[src/rtl/approx_add_pipe.sv]
// Pipelined approximate adder: lower K bits OR-approximated, upper bits added exactly,
// valid/ready handshake. Define APPROX_ADD_ERRMON_EN to add the on-line error monitor.
module approx_add_pipe #(
    parameter int W      = 8,
    parameter int K      = 2,
    parameter int STAGES = 2,
    parameter int CNT_W  = 16
) (
    input  logic                clk,
    input  logic                rst_n,
    input  logic                in_valid,
    output logic                in_ready,
    input  logic [W-1:0]        in_a,
    input  logic [W-1:0]        in_b,
    input  logic                in_exact,
    output logic                out_valid,
    input  logic                out_ready,
    output logic [W:0]          out_sum
`ifdef APPROX_ADD_ERRMON_EN
    ,
    input  logic                mon_clr,
    output logic [CNT_W-1:0]    mon_samples,
    output logic [CNT_W-1:0]    mon_errs,
    output logic [W:0]          mon_max_err,
    output logic [CNT_W+W-1:0]  mon_sum_err
`endif
);

    if (W < 2 || K < 0 || K >= W || STAGES < 1 || STAGES > 4 || CNT_W < 1) begin : g_bad_params
        $error("approx_add_pipe: illegal parameter combination");
    end

    // Lower-part OR below K; carry into bit K comes from the top approximated bit pair.
    function automatic logic [W:0] approx_sum_f(input logic [W-1:0] a, input logic [W-1:0] b);
        logic [W:0] r;
        logic       c;
        r = '0;
        c = 1'b0;
        for (int i = 0; i < W; i++) begin
            if (i < K) begin
                r[i] = a[i] | b[i];
                if (i == K - 1) begin
                    c = a[i] & b[i];
                end else begin
                    c = 1'b0;
                end
            end else begin
                r[i] = a[i] ^ b[i] ^ c;
                c    = (a[i] & b[i]) | (c & (a[i] ^ b[i]));
            end
        end
        r[W] = c;
        return r;
    endfunction

    logic [W:0] approx_s;
    logic [W:0] exact_s;
    logic [W:0] sum_s;
    logic       adv_s;

    logic       valid_r [STAGES];
    logic [W:0] sum_r   [STAGES];

    // Stage-1 combinational arithmetic and mode select.
    always_comb begin
        approx_s = approx_sum_f(in_a, in_b);
        exact_s  = {1'b0, in_a} + {1'b0, in_b};
        if (in_exact) begin
            sum_s = exact_s;
        end else begin
            sum_s = approx_s;
        end
    end

    assign adv_s     = out_ready | ~out_valid;
    assign in_ready  = adv_s;
    assign out_valid = valid_r[STAGES-1];
    assign out_sum   = sum_r[STAGES-1];

    // Lock-step pipeline: every stage shifts on adv, bubbles included.
    always_ff @(posedge clk or negedge rst_n) begin
        if (!rst_n) begin
            for (int s = 0; s < STAGES; s++) begin
                valid_r[s] <= 1'b0;
                sum_r[s]   <= '0;
            end
        end else if (adv_s) begin
            valid_r[0] <= in_valid;
            sum_r[0]   <= sum_s;
            for (int s = 1; s < STAGES; s++) begin
                valid_r[s] <= valid_r[s-1];
                sum_r[s]   <= sum_r[s-1];
            end
        end
    end

`ifdef APPROX_ADD_ERRMON_EN
    logic [W:0]       exact_r [STAGES];
    logic             mode_r  [STAGES];
    logic [W:0]       err_s;
    logic             xfer_s;
    logic [CNT_W+W:0] sum_ext_s;

    // Shadow exact sum and mode bit travel alongside the data.
    always_ff @(posedge clk or negedge rst_n) begin
        if (!rst_n) begin
            for (int s = 0; s < STAGES; s++) begin
                exact_r[s] <= '0;
                mode_r[s]  <= 1'b0;
            end
        end else if (adv_s) begin
            exact_r[0] <= exact_s;
            mode_r[0]  <= in_exact;
            for (int s = 1; s < STAGES; s++) begin
                exact_r[s] <= exact_r[s-1];
                mode_r[s]  <= mode_r[s-1];
            end
        end
    end

    // Absolute error of the delivered result and saturating accumulator sum.
    always_comb begin
        err_s  = '0;
        xfer_s = out_valid & out_ready;
        if (mode_r[STAGES-1]) begin
            err_s = '0;
        end else if (exact_r[STAGES-1] >= sum_r[STAGES-1]) begin
            err_s = exact_r[STAGES-1] - sum_r[STAGES-1];
        end else begin
            err_s = sum_r[STAGES-1] - exact_r[STAGES-1];
        end
        sum_ext_s = {1'b0, mon_sum_err} + (CNT_W+W+1)'(err_s);
    end

    // Saturating monitor counters; a clear beats a coincident transfer.
    always_ff @(posedge clk or negedge rst_n) begin
        if (!rst_n) begin
            mon_samples <= '0;
            mon_errs    <= '0;
            mon_max_err <= '0;
            mon_sum_err <= '0;
        end else if (mon_clr) begin
            mon_samples <= '0;
            mon_errs    <= '0;
            mon_max_err <= '0;
            mon_sum_err <= '0;
        end else if (xfer_s) begin
            if (mon_samples != {CNT_W{1'b1}}) begin
                mon_samples <= mon_samples + CNT_W'(1);
            end
            if (err_s != '0 && mon_errs != {CNT_W{1'b1}}) begin
                mon_errs <= mon_errs + CNT_W'(1);
            end
            if (err_s > mon_max_err) begin
                mon_max_err <= err_s;
            end
            if (sum_ext_s[CNT_W+W]) begin
                mon_sum_err <= {(CNT_W+W){1'b1}};
            end else begin
                mon_sum_err <= sum_ext_s[CNT_W+W-1:0];
            end
        end
    end
`endif

endmodule

[config.mk]
export PLATFORM = sky130hd
export DESIGN_NAME = approx_add_pipe
export DESIGN_NICKNAME = d
export VERILOG_FILES = /design/src/rtl/approx_add_pipe.sv
export SDC_FILE = /design/constraint.sdc
export NUM_CORES = 1
export LEC_CHECK = 0
export ABC_AREA = 0
export CAP_MARGIN = 10
export CORE_ASPECT_RATIO = 1.1
export CORE_MARGIN = 5
export CORE_UTILIZATION = 50
export DETAILED_ROUTE_END_ITERATION = 16
export GPL_TIMING_DRIVEN = 0
export HOLD_SLACK_MARGIN = 0.08
export PLACE_DENSITY = 0.85
export SETUP_SLACK_MARGIN = 0.4
export SYNTH_ARGS = -nofsm -noshare
export SYNTH_HDL_FRONTEND = slang
export SYNTH_SLANG_ARGS = --single-unit
[constraint.sdc]
create_clock -name clk -period 1.35 [get_ports clk]
set_input_delay 0.2025 -clock clk [delete_from_list [all_inputs] [get_ports clk]]
set_output_delay 0.2025 -clock clk [all_outputs]
set_load 0.03 [all_outputs]
# After elaboration in Yosys (flattened, before gate mapping)
# Cells that the tools add are included.
totals:
  register_bits: 20
  word_cells: 41
op_classes:
  addsub: 1
  n_mux: 1
  n_bitwise: 35
ops:
  columns: ["operator", "n"]
  rows:
  - ["bitwise AND 1 bit", 13]
  - ["bitwise XOR 1 bit", 12]
  - ["adder 8 x 8 -> 9 bit", 1]
  - ["two-way mux 9 bit", 1]
  - ["OR 1 bit", 9]
  - ["NOT 1 bit", 1]

# Longest topological paths before layout
# Gate-level depths: netlist of run 1.
depth:
  ltp_word: 14
  ltp_mapped: 15
  mapped_depth_nobuf: 15

# Least setup slack after synthesis of run 1
# OpenSTA, ideal clock, no wires.
synth_path:
  path_kind: "input-to-reg"
  start: "in in_a[1]"
  end: "reg sum_r[16] (netlist name)"
  t_arrival_ps: 2741
  t_required_ps: 1279
  slack_ps: -1462
  stages: 15
  path_buffers: 0
  cell_sequence: "ha_1 inv_1 fa_1 inv_1 fa_1 fa_1 inv_1 fa_1 inv_1 fa_1 inv_1 fa_1 o21ai_0 a21oi_1 nor2_1"
synth_via:
  elab_chain_cells: 13
  word_cells_on_any_way: 14
  classes_between: "1 x add/sub; 1 x mux; 12 x bitwise"
synth_rtl:
  columns: ["item", "line", "rtl"]
  rows:
  - ["start, declared", "13", "input logic [W-1:0] in_a,"]
  - ["bitwise AND 1 bit", null, null]
  - ["bitwise AND 1 bit", "49", "c = (a[i] & b[i]) | (c & (a[i] ^ b[i]));"]
  - ["OR 1 bit", "49", null]
  - ["bitwise AND 1 bit", "49", null]
  - ["OR 1 bit", "49", null]
  - ["bitwise AND 1 bit", "49", null]
  - ["OR 1 bit", "49", null]
  - ["bitwise AND 1 bit", "49", null]
  - ["OR 1 bit", "49", null]
  - ["bitwise AND 1 bit", "49", null]
  - ["OR 1 bit", "49", null]
  - ["bitwise XOR 1 bit", "48", "r[i] = a[i] ^ b[i] ^ c;"]
  - ["two-way mux 9 bit *", "68", "if (in_exact) begin"]
  - ["end signal, assigned by index", "92", "sum_r[s] <= sum_r[s-1];"]
  - ["end, declared", "62", "logic [W:0] sum_r [STAGES];"]
# Mark *: on every way between the ends. The rest lies on a longest branch, timed or not.
# A chain may end at the register's enable or synchronous reset.

# Worst setup path in the final report of run 1
# Same ends and word-level chain as after synthesis.

==> results of run 1 <==
## registers in the layout (all words and copies together) (netlist names)
name       count
out_valid      1
out_sum        9
sum_r          9
valid_r        1
## layer usage
metal,share of wire (%),vias to the layer above,wire length [microns],global-route usage [%]
met4,4.0,0,203,11.9
met5,0,-,0,0
met2,58,63,2930,41.0
li1,-,605,-,-
met1,34,647,1710,22.5
met3,3.7,19,188,2.75
## path summary, 6_finish.rpt
check / from / endpoint
worst max-delay path: in_a[1] / sum_r[16]
max in group asynchronous: rst_n / out_valid
min in group clk: in_a[0] / sum_r[9]
worst min register to register: sum_r[15] / out_sum[6]
worst min-delay path: rst_n / sum_r[17]
worst max register to register: out_valid / out_sum[2]
## cells by family (layout without fill, tap and decap cells)
family,Yosys count,in the layout
AOI/OAI and AO/OA,30,30
xor gates and xnor gates,2,2
adders and majority gates,17,17
buffers and inverters,33,107
DFF,20,20
muxes,11,11
and+or+nand+nor,27,27
## cell usage in the layout (no fill, tap or decap), drive strengths merged
cell type      netlist  layout
buf                 13      66
dfrtp               20      20
inv                 20      20
nor2                14      14
clkdlybuf4s50        0      13
mux2                11      11
a21oi               11      11
ha                  10      10
fa                   7       7
clkbuf               0       7
o21ai                6       6
nand2b               5       5
nand2                4       4
a211oi               3       3
xnor2                2       2
a21boi               2       2
a31oi                2       2
o22a                 1       1
nand3                1       1
and3                 1       1
a221oi               1       1
nor3b                1       1
o311ai               1       1
o21a                 1       1
a311oi               1       1
and4                 1       1
a211o                1       1
dlygate4sd2          0       1
## power breakdown
group | switching [W] | leakage, nW | internal [W]
registers | 0.000104 | 0.225 | 0.000734
clock network | 0.000192 | 0.0210 | 0.000165
logic | 0.000642 | 0.926 | 0.000890
total | 0.000937 | 1.17 | 0.00179
## Yosys cell counts
master                     count  area, sq um
sky130_fd_sc_hd__a211o_1       1         8.76
sky130_fd_sc_hd__a211oi_1      3         22.5
sky130_fd_sc_hd__a21boi_0      1         7.51
sky130_fd_sc_hd__a21boi_2      1         11.3
sky130_fd_sc_hd__a21oi_1       9         45.0
sky130_fd_sc_hd__a21oi_2       2         17.5
sky130_fd_sc_hd__a221oi_2      1         15.0
sky130_fd_sc_hd__a311oi_1      1         8.76
sky130_fd_sc_hd__a31oi_1       2         12.5
sky130_fd_sc_hd__and3_1        1         6.26
sky130_fd_sc_hd__and4_1        1         8.76
sky130_fd_sc_hd__buf_2         1         5.00
sky130_fd_sc_hd__buf_4        11         82.6
sky130_fd_sc_hd__buf_6         1         11.3
sky130_fd_sc_hd__dfrtp_1      20          500
sky130_fd_sc_hd__fa_1          7          140
sky130_fd_sc_hd__ha_1         10          125
sky130_fd_sc_hd__inv_1        19         71.3
sky130_fd_sc_hd__inv_2         1         3.75
sky130_fd_sc_hd__mux2_1        4         45.0
sky130_fd_sc_hd__mux2_2        7         78.8
sky130_fd_sc_hd__nand2_1       4         15.0
sky130_fd_sc_hd__nand2b_1      5         31.3
sky130_fd_sc_hd__nand3_1       1         5.00
sky130_fd_sc_hd__nor2_1       14         52.6
sky130_fd_sc_hd__nor3b_1       1         7.51
sky130_fd_sc_hd__o21a_1        1         7.51
sky130_fd_sc_hd__o21ai_0       3         15.0
sky130_fd_sc_hd__o21ai_1       3         15.0
sky130_fd_sc_hd__o22a_1        1         8.76
sky130_fd_sc_hd__o311ai_1      1         8.76
sky130_fd_sc_hd__xnor2_1       2         17.5
## layout make-up
cell class | instances | share of cell area [%]
timing repair buffer | 70 | 29.5
buffer | 13 | 6.64
sequential | 20 | 20.5
inverter | 20 | 3.06
clock buffer | 4 | 1.48
multi-input combinational | 87 | 37.2
tap | 33 | 1.68
## per-stage QoR
stage / setup slack, ps / total power (W) / hold WS (ps)
global placement: -1900 / 0.00180 / 443
finish: -1280 / 0.00273 / 102
detailed placement: -1950 / 0.00185 / 498
floorplan: -1300 / 0.00150 / -93.1
global route: -1360 / 0.00287 / 172
CTS: -1290 / 0.00249 / 143
## what timing repair did
item | 4_1_cts | 5_1_grt
setup buffers | 28 | 9
cloned | 1 | 1
resized for setup | 133 | 24
hold buffers | 0 | 0
setup endpoints to repair | 50 | 31
pin swaps | 17 | 9
==> run summary, run 1 <==
SETUP PATH
------------------------------------------------------------------------------------
Number of buffer and inverter instances along the worst setup path ....            6
Cell breakdown of the critical path ................................... buf_8 -> ha_4 -> inv_2 -> fa_2 -> inv_2 -> fa_2 -> fa_2 -> inv_2 -> fa_2 -> inv_2 -> fa_2 -> inv_2 -> fa_2 -> o21ai_1 -> a21oi_1 -> nor2_1
Endpoint type of the worst setup path .................................     register
Gate family responsible for the most delay along the worst path .......  adder cells
Cell count of the worst reg-to-reg path ...............................            5
Largest driver fanout on the critical path ............................            2
Library cell appearing most often on the critical path ................ sky130_fd_sc_hd__fa_2
Data arrival at the endpoint of the critical path .....................      2880 ps
Cell type of the slowest stage on the worst timing path ............... sky130_fd_sc_hd__fa_2
Data required time of the critical path ...............................      1600 ps
Register-to-Register Setup Slack ......................................        40 ps
Path type of the worst setup path .....................................    in -> reg
CP Launch Type ........................................................ primary input
Depth of the critical timing path with buffers and inverters included .           16
Slowest stage delay, CP ...............................................       410 ps

DRT
------------------------------------------------------------------------------------
Detailed-routing iteration count for the pre-antenna-repair pass ......            4
DRC errors left .......................................................            0
Antenna Violating Nets Remaining ......................................            0
DR vias/cell ..........................................................         5.40
Drt wl/cell ........................................................... 20.4 microns
Sum of routed wire length over all layers .............................      5.03 mm
Initial detailed-routing violation count ..............................           69
Count of vias placed by the detailed router ...........................         1334

CTS
------------------------------------------------------------------------------------
Library cell used as clock root buffer ................................ sky130_fd_sc_hd__clkbuf_4
CTS buffer count ......................................................            3
Level count of the clock H-tree .......................................            1
Clock tree from TritonCTS .............................................          yes
CTS clk-pin slew, worst paths .........................................       120 ps
Count of clock tree sinks .............................................           20
Worst skew pair latency ...............................................       310 ps
Clock Path Buffers ....................................................            2

LAYOUT
------------------------------------------------------------------------------------
Utilization after layout ..............................................        89.9%
Total area of sequential cells ........................................    502 sq um
Number of antenna diodes ..............................................            0
Area grow syn2layout ..................................................        73.7%
Layout filler cell count ..............................................          110
Fraction of final layout cells sized beyond drive strength 1 ..........        56.5%
Non-Filler Instances ..................................................          247
Total Nets Final ......................................................          253
Final design area excluding fillers ...................................   2450 sq um
Multi-input gate area .................................................    911 sq um

LOGIC SYNTHESIS
------------------------------------------------------------------------------------
Post-synthesis simple-gate area fraction ..............................        8.95%
Cell area after synthesis .............................................   1410 sq um
Proportion of synthesized area in mux cells ...........................        8.78%
Total of warnings raised by yosys .....................................            0
Library cells used by synthesis .......................................           32
Synthesized instance count ............................................          140
Combinational family with the most area after synthesis ...............  adder cells
Number of synthesized register bits ...................................           20
Synth Net Count .......................................................          178
Average footprint of a synthesized cell ...............................   10.1 sq um
Portion of the post-synthesis area used by sequential elements ........        35.5%
Xor/xnor share of the synthesized area ................................        1.24%
Fraction of the mapped netlist area in compound gates .................        14.5%
Adder-cell share of the synthesized area ..............................        18.8%

STA
------------------------------------------------------------------------------------
Min setup slack post-route ............................................     -1280 ps
Highest clock frequency the design can meet ...........................      380 MHz
Post-Route Skew .......................................................      13.8 ps
Share of the clock period used by the worst path ......................         195%
Time the worst path needs with I/O delays and setup ...................      2630 ps
Final number of max-transition violations .............................            0
Final count of hold timing violations .................................            0
Sum Neg Setup Slack ...................................................     -5640 ps
Number of setup violations in the final report ........................            6
Slew @ Worst Pin ......................................................       865 ps
Normalized max-slew margin ............................................        42.3%
Unrepaired setup endpoints after global routing .......................         true

PLACE
------------------------------------------------------------------------------------
Instance area at placement ............................................   1880 sq um
Cell count after placement ............................................          204
Final weighted congestion of routability-driven global placement ......        0.839
Post-detailed-placement half-perimeter wirelength .....................      2.33 mm
Buffers added on ports ................................................           31

FLOORPLAN
------------------------------------------------------------------------------------
Die Y-Extent .......................................................... 65.7 microns
Core Region ...........................................................   2730 sq um
Number of rows created at floorplan ...................................           20
# IOs .................................................................           32
Chip Width ............................................................ 60.7 microns
Effective utilization at floorplan ....................................        51.7%
Die Area ..............................................................   3990 sq um

GRT
------------------------------------------------------------------------------------
Pin count of the biggest net entering global routing ..................           21
Vias in the first global route ........................................         1377
GR Util All Layers ....................................................        21.9%
Global-route wire length before repair ................................      6.39 mm
Remaining global-route overflow .......................................            0
Number of antenna violations at the first check in global routing .....            0

POWER AND IR DROP
------------------------------------------------------------------------------------
Pleak .................................................................      1.17 nW
Worst-case vdd ir drop ................................................    0.00102 V
Total power density per cell area ..................................... 1110 nW/um^2

STATUS
------------------------------------------------------------------------------------
Failing checks ........................................................ negative setup slack
Result of the run ..................................................... finished with violations

FLOW RUN
------------------------------------------------------------------------------------
Number of maximum-capacitance violations ..............................            0

MIN PATH
------------------------------------------------------------------------------------
Worst min-delay path category .........................................  in -> async

Note: power is estimated with default switching activity, not from simulation.
==> run 2, diff against run 1 <==
--- a/config.mk
+++ b/config.mk
@@ -9,11 +9,11 @@
 export CAP_MARGIN = 10
 export CORE_ASPECT_RATIO = 1.1
 export CORE_MARGIN = 5
-export CORE_UTILIZATION = 50
+export CORE_UTILIZATION = 54
 export DETAILED_ROUTE_END_ITERATION = 16
 export GPL_TIMING_DRIVEN = 0
 export HOLD_SLACK_MARGIN = 0.08
-export PLACE_DENSITY = 0.85
+export PLACE_DENSITY = 0.9
 export SETUP_SLACK_MARGIN = 0.4
 export SYNTH_ARGS = -nofsm -noshare
 export SYNTH_HDL_FRONTEND = slang
==> constraint.sdc (replaced) <==
create_clock -name clk -period 3.2 [get_ports clk]
set_input_delay 0.48 -clock clk [delete_from_list [all_inputs] [get_ports clk]]
set_output_delay 0.48 -clock clk [all_outputs]
set_load 0.03 [all_outputs]
==> run 2 against run 1 <==
The flow now finishes without violations. Sequential power is 59% lower. Setup slack better by 1700 ps. Sequential share of layout area is 6.8 points higher. Highest routed layer unchanged. Largest power group unchanged. Critical endpoint unchanged. Wire length is 41% lower. Combinational power is 74% lower.
==> run summary, run 2 (synthesized netlist as in run 1, its figures left out) <==
CTS
---------------------------------------------------------------------------------
Hold bufs inserted after CTS .......................................            0   unchanged
Clock tree from TritonCTS ..........................................          yes
CTS clk-pin slew, worst paths ......................................        90 ps   -30 ps
CTS buffer count ...................................................            3   unchanged
Worst skew pair latency ............................................       300 ps   about the same
Count of clock tree sinks ..........................................           20   unchanged
Library cell used as clock root buffer ............................. sky130_fd_sc_hd__clkbuf_4
Level count of the clock H-tree ....................................            1   unchanged
Clock Path Buffers .................................................            2   unchanged

STATUS
---------------------------------------------------------------------------------
Result of the run ..................................................    completed

SETUP PATH
---------------------------------------------------------------------------------
Number of buffer and inverter instances along the worst setup path .            6   unchanged
Cell breakdown of the critical path ................................ buf_6 -> ha_4 -> inv_2 -> fa_2 -> inv_2 -> fa_2 -> fa_2 -> inv_2 -> fa_2 -> inv_2 -> fa_2 -> inv_2 -> fa_1 -> o21ai_1 -> a21oi_1 -> nor2_1
Gate family responsible for the most delay along the worst path ....  adder cells
Data required time of the critical path ............................      3440 ps   +1840 ps
CP Launch Type ..................................................... primary input
Cell type of the slowest stage on the worst timing path ............ sky130_fd_sc_hd__fa_1
Data arrival at the endpoint of the critical path ..................      3050 ps   +170 ps
Path type of the worst setup path ..................................    in -> reg
Slowest stage delay, CP ............................................       410 ps   about the same
Largest driver fanout on the critical path .........................            2   unchanged
Endpoint type of the worst setup path ..............................     register

DRT
---------------------------------------------------------------------------------
Initial detailed-routing violation count ...........................           22   -68%
Sum of routed wire length over all layers ..........................      2.95 mm   -41%
Drt wl/cell ........................................................ 14.2 microns   -30%
Antenna Violating Nets Remaining ...................................            0   unchanged
DR vias/cell .......................................................         5.36   -0.74%
Detailed-routing iteration count for the pre-antenna-repair pass ...            4   unchanged
DRC errors left ....................................................            0   unchanged
Count of vias placed by the detailed router ........................         1115   -16%

LAYOUT
---------------------------------------------------------------------------------
Layout filler cell count ...........................................          176   +60%
Total Nets Final ...................................................          217   -14%
Multi-input gate area ..............................................    762 sq um   -16%
Utilization after layout ...........................................        73.6%   -16 points
Fraction of final layout cells sized beyond drive strength 1 .......        25.4%   -31 points
Non-Filler Instances ...............................................          208   -16%
Commonest non-fill, non-tap cell in the layout ..................... sky130_fd_sc_hd__clkdlybuf4s50_1
Number of antenna diodes ...........................................            0   unchanged
Area grow syn2layout ...............................................        30.1%
Commonest non-fill, non-tap cells in the layout .................... sky130_fd_sc_hd__clkdlybuf4s50_1 (27), sky130_fd_sc_hd__dfrtp_1 (20), sky130_fd_sc_hd__buf_4 (14), sky130_fd_sc_hd__nor2_1 (14), sky130_fd_sc_hd__inv_1 (13)
Total area of sequential cells .....................................    500 sq um   -0.25%

FLOORPLAN
---------------------------------------------------------------------------------
Effective utilization at floorplan .................................        56.5%   +4.8 points
Number of rows created at floorplan ................................           19   -5.0%
# IOs ..............................................................           32   unchanged
Die Area ...........................................................   3740 sq um   -6.2%
Chip Width ......................................................... 58.7 microns   -3.1%
Die Y-Extent ....................................................... 63.6 microns   -3.2%
Core Region ........................................................   2500 sq um   -8.5%

STA
---------------------------------------------------------------------------------
Highest clock frequency the design can meet ........................      356 MHz
Number of setup violations in the final report .....................            0   -6
Time the worst path needs with I/O delays and setup ................      2810 ps
Slew @ Worst Pin ...................................................       844 ps   -21.1 ps
Final number of max-transition violations ..........................            0   unchanged
Share of the clock period used by the worst path ...................        87.9%
Fin Hold WS ........................................................       483 ps   +381 ps
Sum Neg Setup Slack ................................................         0 ps   +5640 ps
Post-Route Skew ....................................................      4.87 ps   -8.92 ps
Final count of hold timing violations ..............................            0   unchanged
Normalized max-slew margin .........................................        43.5%   +1.2 points
Unrepaired setup endpoints after global routing ....................         true

PLACE
---------------------------------------------------------------------------------
Cell count after placement .........................................          202   -0.98%
Final weighted congestion of routability-driven global placement ...        0.802   -4.4%
Post-detailed-placement half-perimeter wirelength ..................      2.35 mm   +0.73%
Buffers added on ports .............................................           31   unchanged

POWER AND IR DROP
---------------------------------------------------------------------------------
Pleak ..............................................................     0.827 nW   -29%
Final Power ........................................................   0.000852 W   -69%
Worst-case vdd ir drop .............................................   0.000334 V   -67%
Total power density per cell area ..................................  464 nW/um^2   -58%

MIN PATH
---------------------------------------------------------------------------------
Worst min-delay path category ......................................   reg -> reg

GRT
---------------------------------------------------------------------------------
Remaining global-route overflow ....................................            0   unchanged
Pin count of the biggest net entering global routing ...............           21   unchanged
Global-route wire length before repair .............................      5.15 mm   -19%
Vias in the first global route .....................................         1217   -12%
Number of antenna violations at the first check in global routing ..            0   unchanged
GR Util All Layers .................................................        17.8%   -4.1 points

FLOW RUN
---------------------------------------------------------------------------------
Number of maximum-capacitance violations ...........................            0   unchanged

-- run 2: worst paths after layout --
kind / endpoint / from / cells past startpoint / slack (ps)
max reg2reg: out_sum[3] / out_valid / 3 / 1930
max in group asynchronous: out_valid / rst_n / 1 / 2030
min: out_valid / valid_r[1] / 1 / 480
min reg2reg: out_valid / valid_r[1] / 1 / 480
min in group asynchronous: out_sum[1] / rst_n / 1 / 650
max: sum_r[16] / in_a[1] / 16 / 390
-- run 2: layer usage --
| metal | global-route usage [%] | vias to the layer above | routed length, microns |
|---|---|---|---|
| met5 | 0 | - | 0 |
| li1 | - | 540 | - |
| met1 | 18.4 | 532 | 1090 |
| met3 | 1.84 | 11 | 120 |
| met2 | 33.0 | 32 | 1610 |
| met4 | 10.8 | 0 | 127 |
-- run 2: timing repair --
action / CTS / global route
gates resized for setup: 24 / 0
setup endpoints to repair: 3 / 1
setup buffers: 2 / 1
pin swaps: 9 / 9
-- run 2: worst register-to-register path, delay by kind of cell (launching register included) --
| kind | cells | cell delay [ps] |
|---|---|---|
| multiplexers | 1 | 370 |
| AND/OR/NAND/NOR | 1 | 140 |
| buffers and inverters | 1 | 270 |
| flip-flops | 1 | 390 |
-- run 2: report_power, final --
part           switching [W]  total, W  internal (W)
registers          0.0000302  0.000339      0.000309
clock network      0.0000716  0.000116     0.0000440
logic               0.000192  0.000397      0.000205
total               0.000294  0.000852      0.000558
-- run 2: layout make-up --
| class | instances | area share [%] |
|---|---|---|
| clock buffer | 3 | 1.23 |
| timing repair buffer | 34 | 18.5 |
| buffer | 13 | 5.38 |
| tap | 31 | 2.11 |
| inverter | 20 | 4.09 |
| multi-input combinational | 87 | 41.5 |
| sequential | 20 | 27.2 |
-- run 2: metrics by stage --
step / area [sq um] / setup WS [ps]
floorplan: 1420 / 210
global placement: 1770 / -350
detailed placement: 1770 / -397
CTS: 1830 / 278
global route: 1840 / 227
finish: 1840 / 388
==> variant (config.mk and constraints of run 2) <==
Add a define of `APPROX_ADD_ERRMON_EN`.
--- a/src/rtl/approx_add_pipe.sv
+++ b/src/rtl/approx_add_pipe.sv
@@ -2,2 +2,4 @@
 // valid/ready handshake. Define APPROX_ADD_ERRMON_EN to add the on-line error monitor.
+`define APPROX_ADD_ERRMON_EN
+
 module approx_add_pipe #(
Ports: changed (5 added); port bits go from 32 to 98. No check against the original RTL was run, so the function may have changed too.
==> variant against run 2 <==
- the flow now finishes with violations (negative setup slack)
- register-to-register slack got worse by 3200 ps
- wire length increased to 9.2 times the old value
- first-iteration DRC count rose to 69 times the old value
- combinational power increased to 15 times the old value
- synthesized area grew to 5.0 times the old value
- setup slack worse by 1600 ps
- sequential cell count is 85 higher
- total power grew to 10 times the old value
- design area grew to 5.6 times the old value
- largest cell class unchanged
- largest power group unchanged
==> variant: results (changes against run 2) <==
Global route
The largest net degree at the start of global routing is 59 (was 21). The via count of the first global-routing pass is 7336 (was 1217). The total routing resource utilization after global routing was 30.1% (was 17.8%). The global-route wire length before repair is 37100 um (was 5150 um).

Drt
The vias after detailed routing is 7676 (was 1115). The final routed wire length divided by cell count is 24.2 um (was 14.2 um). The initial DRC count is 1525 (was 22). The total iterations of the first detailed-routing run is 7 (was 4).

Yosys
Cell types with the largest area share after synthesis: sky130_fd_sc_hd__dfrtp_1, sky130_fd_sc_hd__ha_1, sky130_fd_sc_hd__nor2_1, sky130_fd_sc_hd__a21oi_1, sky130_fd_sc_hd__o21ai_0 (was sky130_fd_sc_hd__dfrtp_1, sky130_fd_sc_hd__fa_1, sky130_fd_sc_hd__ha_1, sky130_fd_sc_hd__buf_4, sky130_fd_sc_hd__mux2_2). The async set or reset register ratio after synthesis is 100% (unchanged). The post-synth net total is 850 (was 178).

The warning count from the yosys run is 0 (unchanged). The number of distinct library cells after synthesis is 63 (was 32). The register area share after synthesis is 37.1% (was 35.5%).

Cell types with the highest counts after synthesis: sky130_fd_sc_hd__dfrtp_1, sky130_fd_sc_hd__nor2_1, sky130_fd_sc_hd__a21oi_1 (was sky130_fd_sc_hd__dfrtp_1, sky130_fd_sc_hd__inv_1, sky130_fd_sc_hd__nor2_1). The instance count of the mapped netlist is 775 (was 140).

Hold path
The class of the tightest hold or removal check is in2async (was reg2reg).

Clock network
The number of buffers added by the clock tree synthesis step was 9 (was 3). The maximum level of the CTS H-tree is 3 (was 1). The register clock-pin slew on the reported worst setup and hold paths is 80 ps.

The master cell of the clock root buffer is sky130_fd_sc_hd__clkbuf_16 (was sky130_fd_sc_hd__clkbuf_4). The latest clock arrival within the worst-skew pair was 370 ps (was 300 ps). The clock tree buffer depth was 2 (unchanged).

Worst setup path
The largest delay contributor family on the critical path is compound AO/OA/AOI/OAI gates (was adder cells). The launch point of the worst reg-to-reg path is exact_r[0]$_DFFE_PN0P_ (was out_valid$_DFFE_PN0P_). The critical path data arrival time was 4640 ps (was 3050 ps). The category of the most critical setup path is reg2reg (was in2reg). The maximum single-stage delay on the critical path is 410 ps (about the same). The critical-path maximum fanout came to 7 (was 2). The cell with the biggest individual delay on the critical path is sky130_fd_sc_hd__dfrtp_1 (was sky130_fd_sc_hd__fa_1).

Outcome
Result of the run: complete, but fails checks (was complete, no violations). The checks that failed: negative setup slack.

Placed design
The total half-perimeter wirelength after legalization and detailed placement is 13500 um (was 2350 um). The routability congestion estimate from global placement was 0.892 (was 0.802). The count of buffers inserted at the top-level ports is 96 (was 31).

Finish
The fraction of final layout cells with drive strength greater than 1 is 30.4% (was 25.4%). The number of nets in the final layout is 1030 (was 217). The antenna diode count is 0 (unchanged).

The final non-filler cell total was 1117 (was 208).

STA
The final number of setup-violating endpoints is 49 (was 0). The transition at the pin with the smallest max-transition slack was 931 ps (was 844 ps). The final worst setup slack came to -1230 ps (was 388 ps).

The setup skew after layout is 17.2 ps (was 4.87 ps).

Power and ir drop
The leakage power was 4.31 nW (was 0.827 nW). The worst voltage drop across the vdd grid is 471 uV (was 334 uV).
variant: changes by cell type after synthesis, moves of 20 or more:
cell and delta:
sky130_fd_sc_hd__ha_1 +34, sky130_fd_sc_hd__dfrtp_1 +85, sky130_fd_sc_hd__nand2_1 +47, sky130_fd_sc_hd__inv_1 +26, sky130_fd_sc_hd__a21oi_1 +48, sky130_fd_sc_hd__nor2_1 +71
sky130_fd_sc_hd__nand3_1 +21, sky130_fd_sc_hd__clkbuf_1 +23, sky130_fd_sc_hd__mux2i_1 +20, sky130_fd_sc_hd__o21ai_0 +40
variant: stage by stage:
step / total power (W) / setup TNS (ps) / area, um^2
after floorplan: 0.00430 / -18650 / 7290
after global placement: 0.00508 / -273290 / 8450
after detailed placement: 0.00518 / -44250 / 8470
after CTS: 0.00746 / -28770 / 9750
after global routing: 0.00914 / -57550 / 10200
final: 0.00883 / -48110 / 10200
variant: path summary, 6_finish.rpt:
kind	end	slack, ps	cells after the start
worst max-delay path	mon_max_err[7]$_DFFE_PN0P_	-1230	21
max in group asynchronous	mon_samples[5]$_DFFE_PN0P_	2360	2
worst min-delay path	mon_sum_err[11]$_DFFE_PN0P_	130	1
worst max register to register	mon_max_err[7]$_DFFE_PN0P_	-1230	21
min in group clk	out_valid$_DFFE_PN0P_	470	1
worst min register to register	out_valid$_DFFE_PN0P_	470	1
variant: timing repair:
action / in CTS / in global routing
cloned: 2 / 0
resized for setup: 142 / 71
endpoints found under the setup margin: 53 / 57
setup buffers: 50 / 20
pin swaps: 92 / 40
variant: routing by layer:
metal	global-route usage [%]	routed length [um]	vias up
met2	52.3	12900	672
met4	21.8	2330	0
met1	32.6	9060	3633
met5	0.625	0	-
li1	-	-	3123
met3	6.59	2750	248
variant: final cells by class:
type,instances,area (um^2)
Buffer,42,272
Clock buffer,9,225
Timing Repair Buffer,168,1590
Clock inverter,7,86.3
Fill cell,642,2510
Tap cell,157,196
Multi-Input combinational cell,584,5080
Sequential cell,105,2630
Inverter,45,169
variant: kinds of logic (layout without fill, tap and decap cells):
family                   after synthesis  in the layout  synth area share [%]
XOR/XNOR                              29             29                  3.59
multiplexers                          41             41                  6.43
flip-flops                           105            105                  37.1
adder cells (fa/ha/maj)               54             54                  10.5
AND/OR/NAND/NOR                      276            276                  20.3
AO/OA/AOI/OAI                        183            184                  16.7
buffers and inverters                 87            271                  5.46
variant: power breakdown:
| group | total, W | leakage (nW) | switching, W | internal [W] |
|---|---|---|---|---|
| Sequential | 0.00178 | 1.36 | 0.000249 | 0.00153 |
| Clock | 0.00119 | 0.150 | 0.000570 | 0.000625 |
| Combinational | 0.00586 | 2.80 | 0.00327 | 0.00259 |
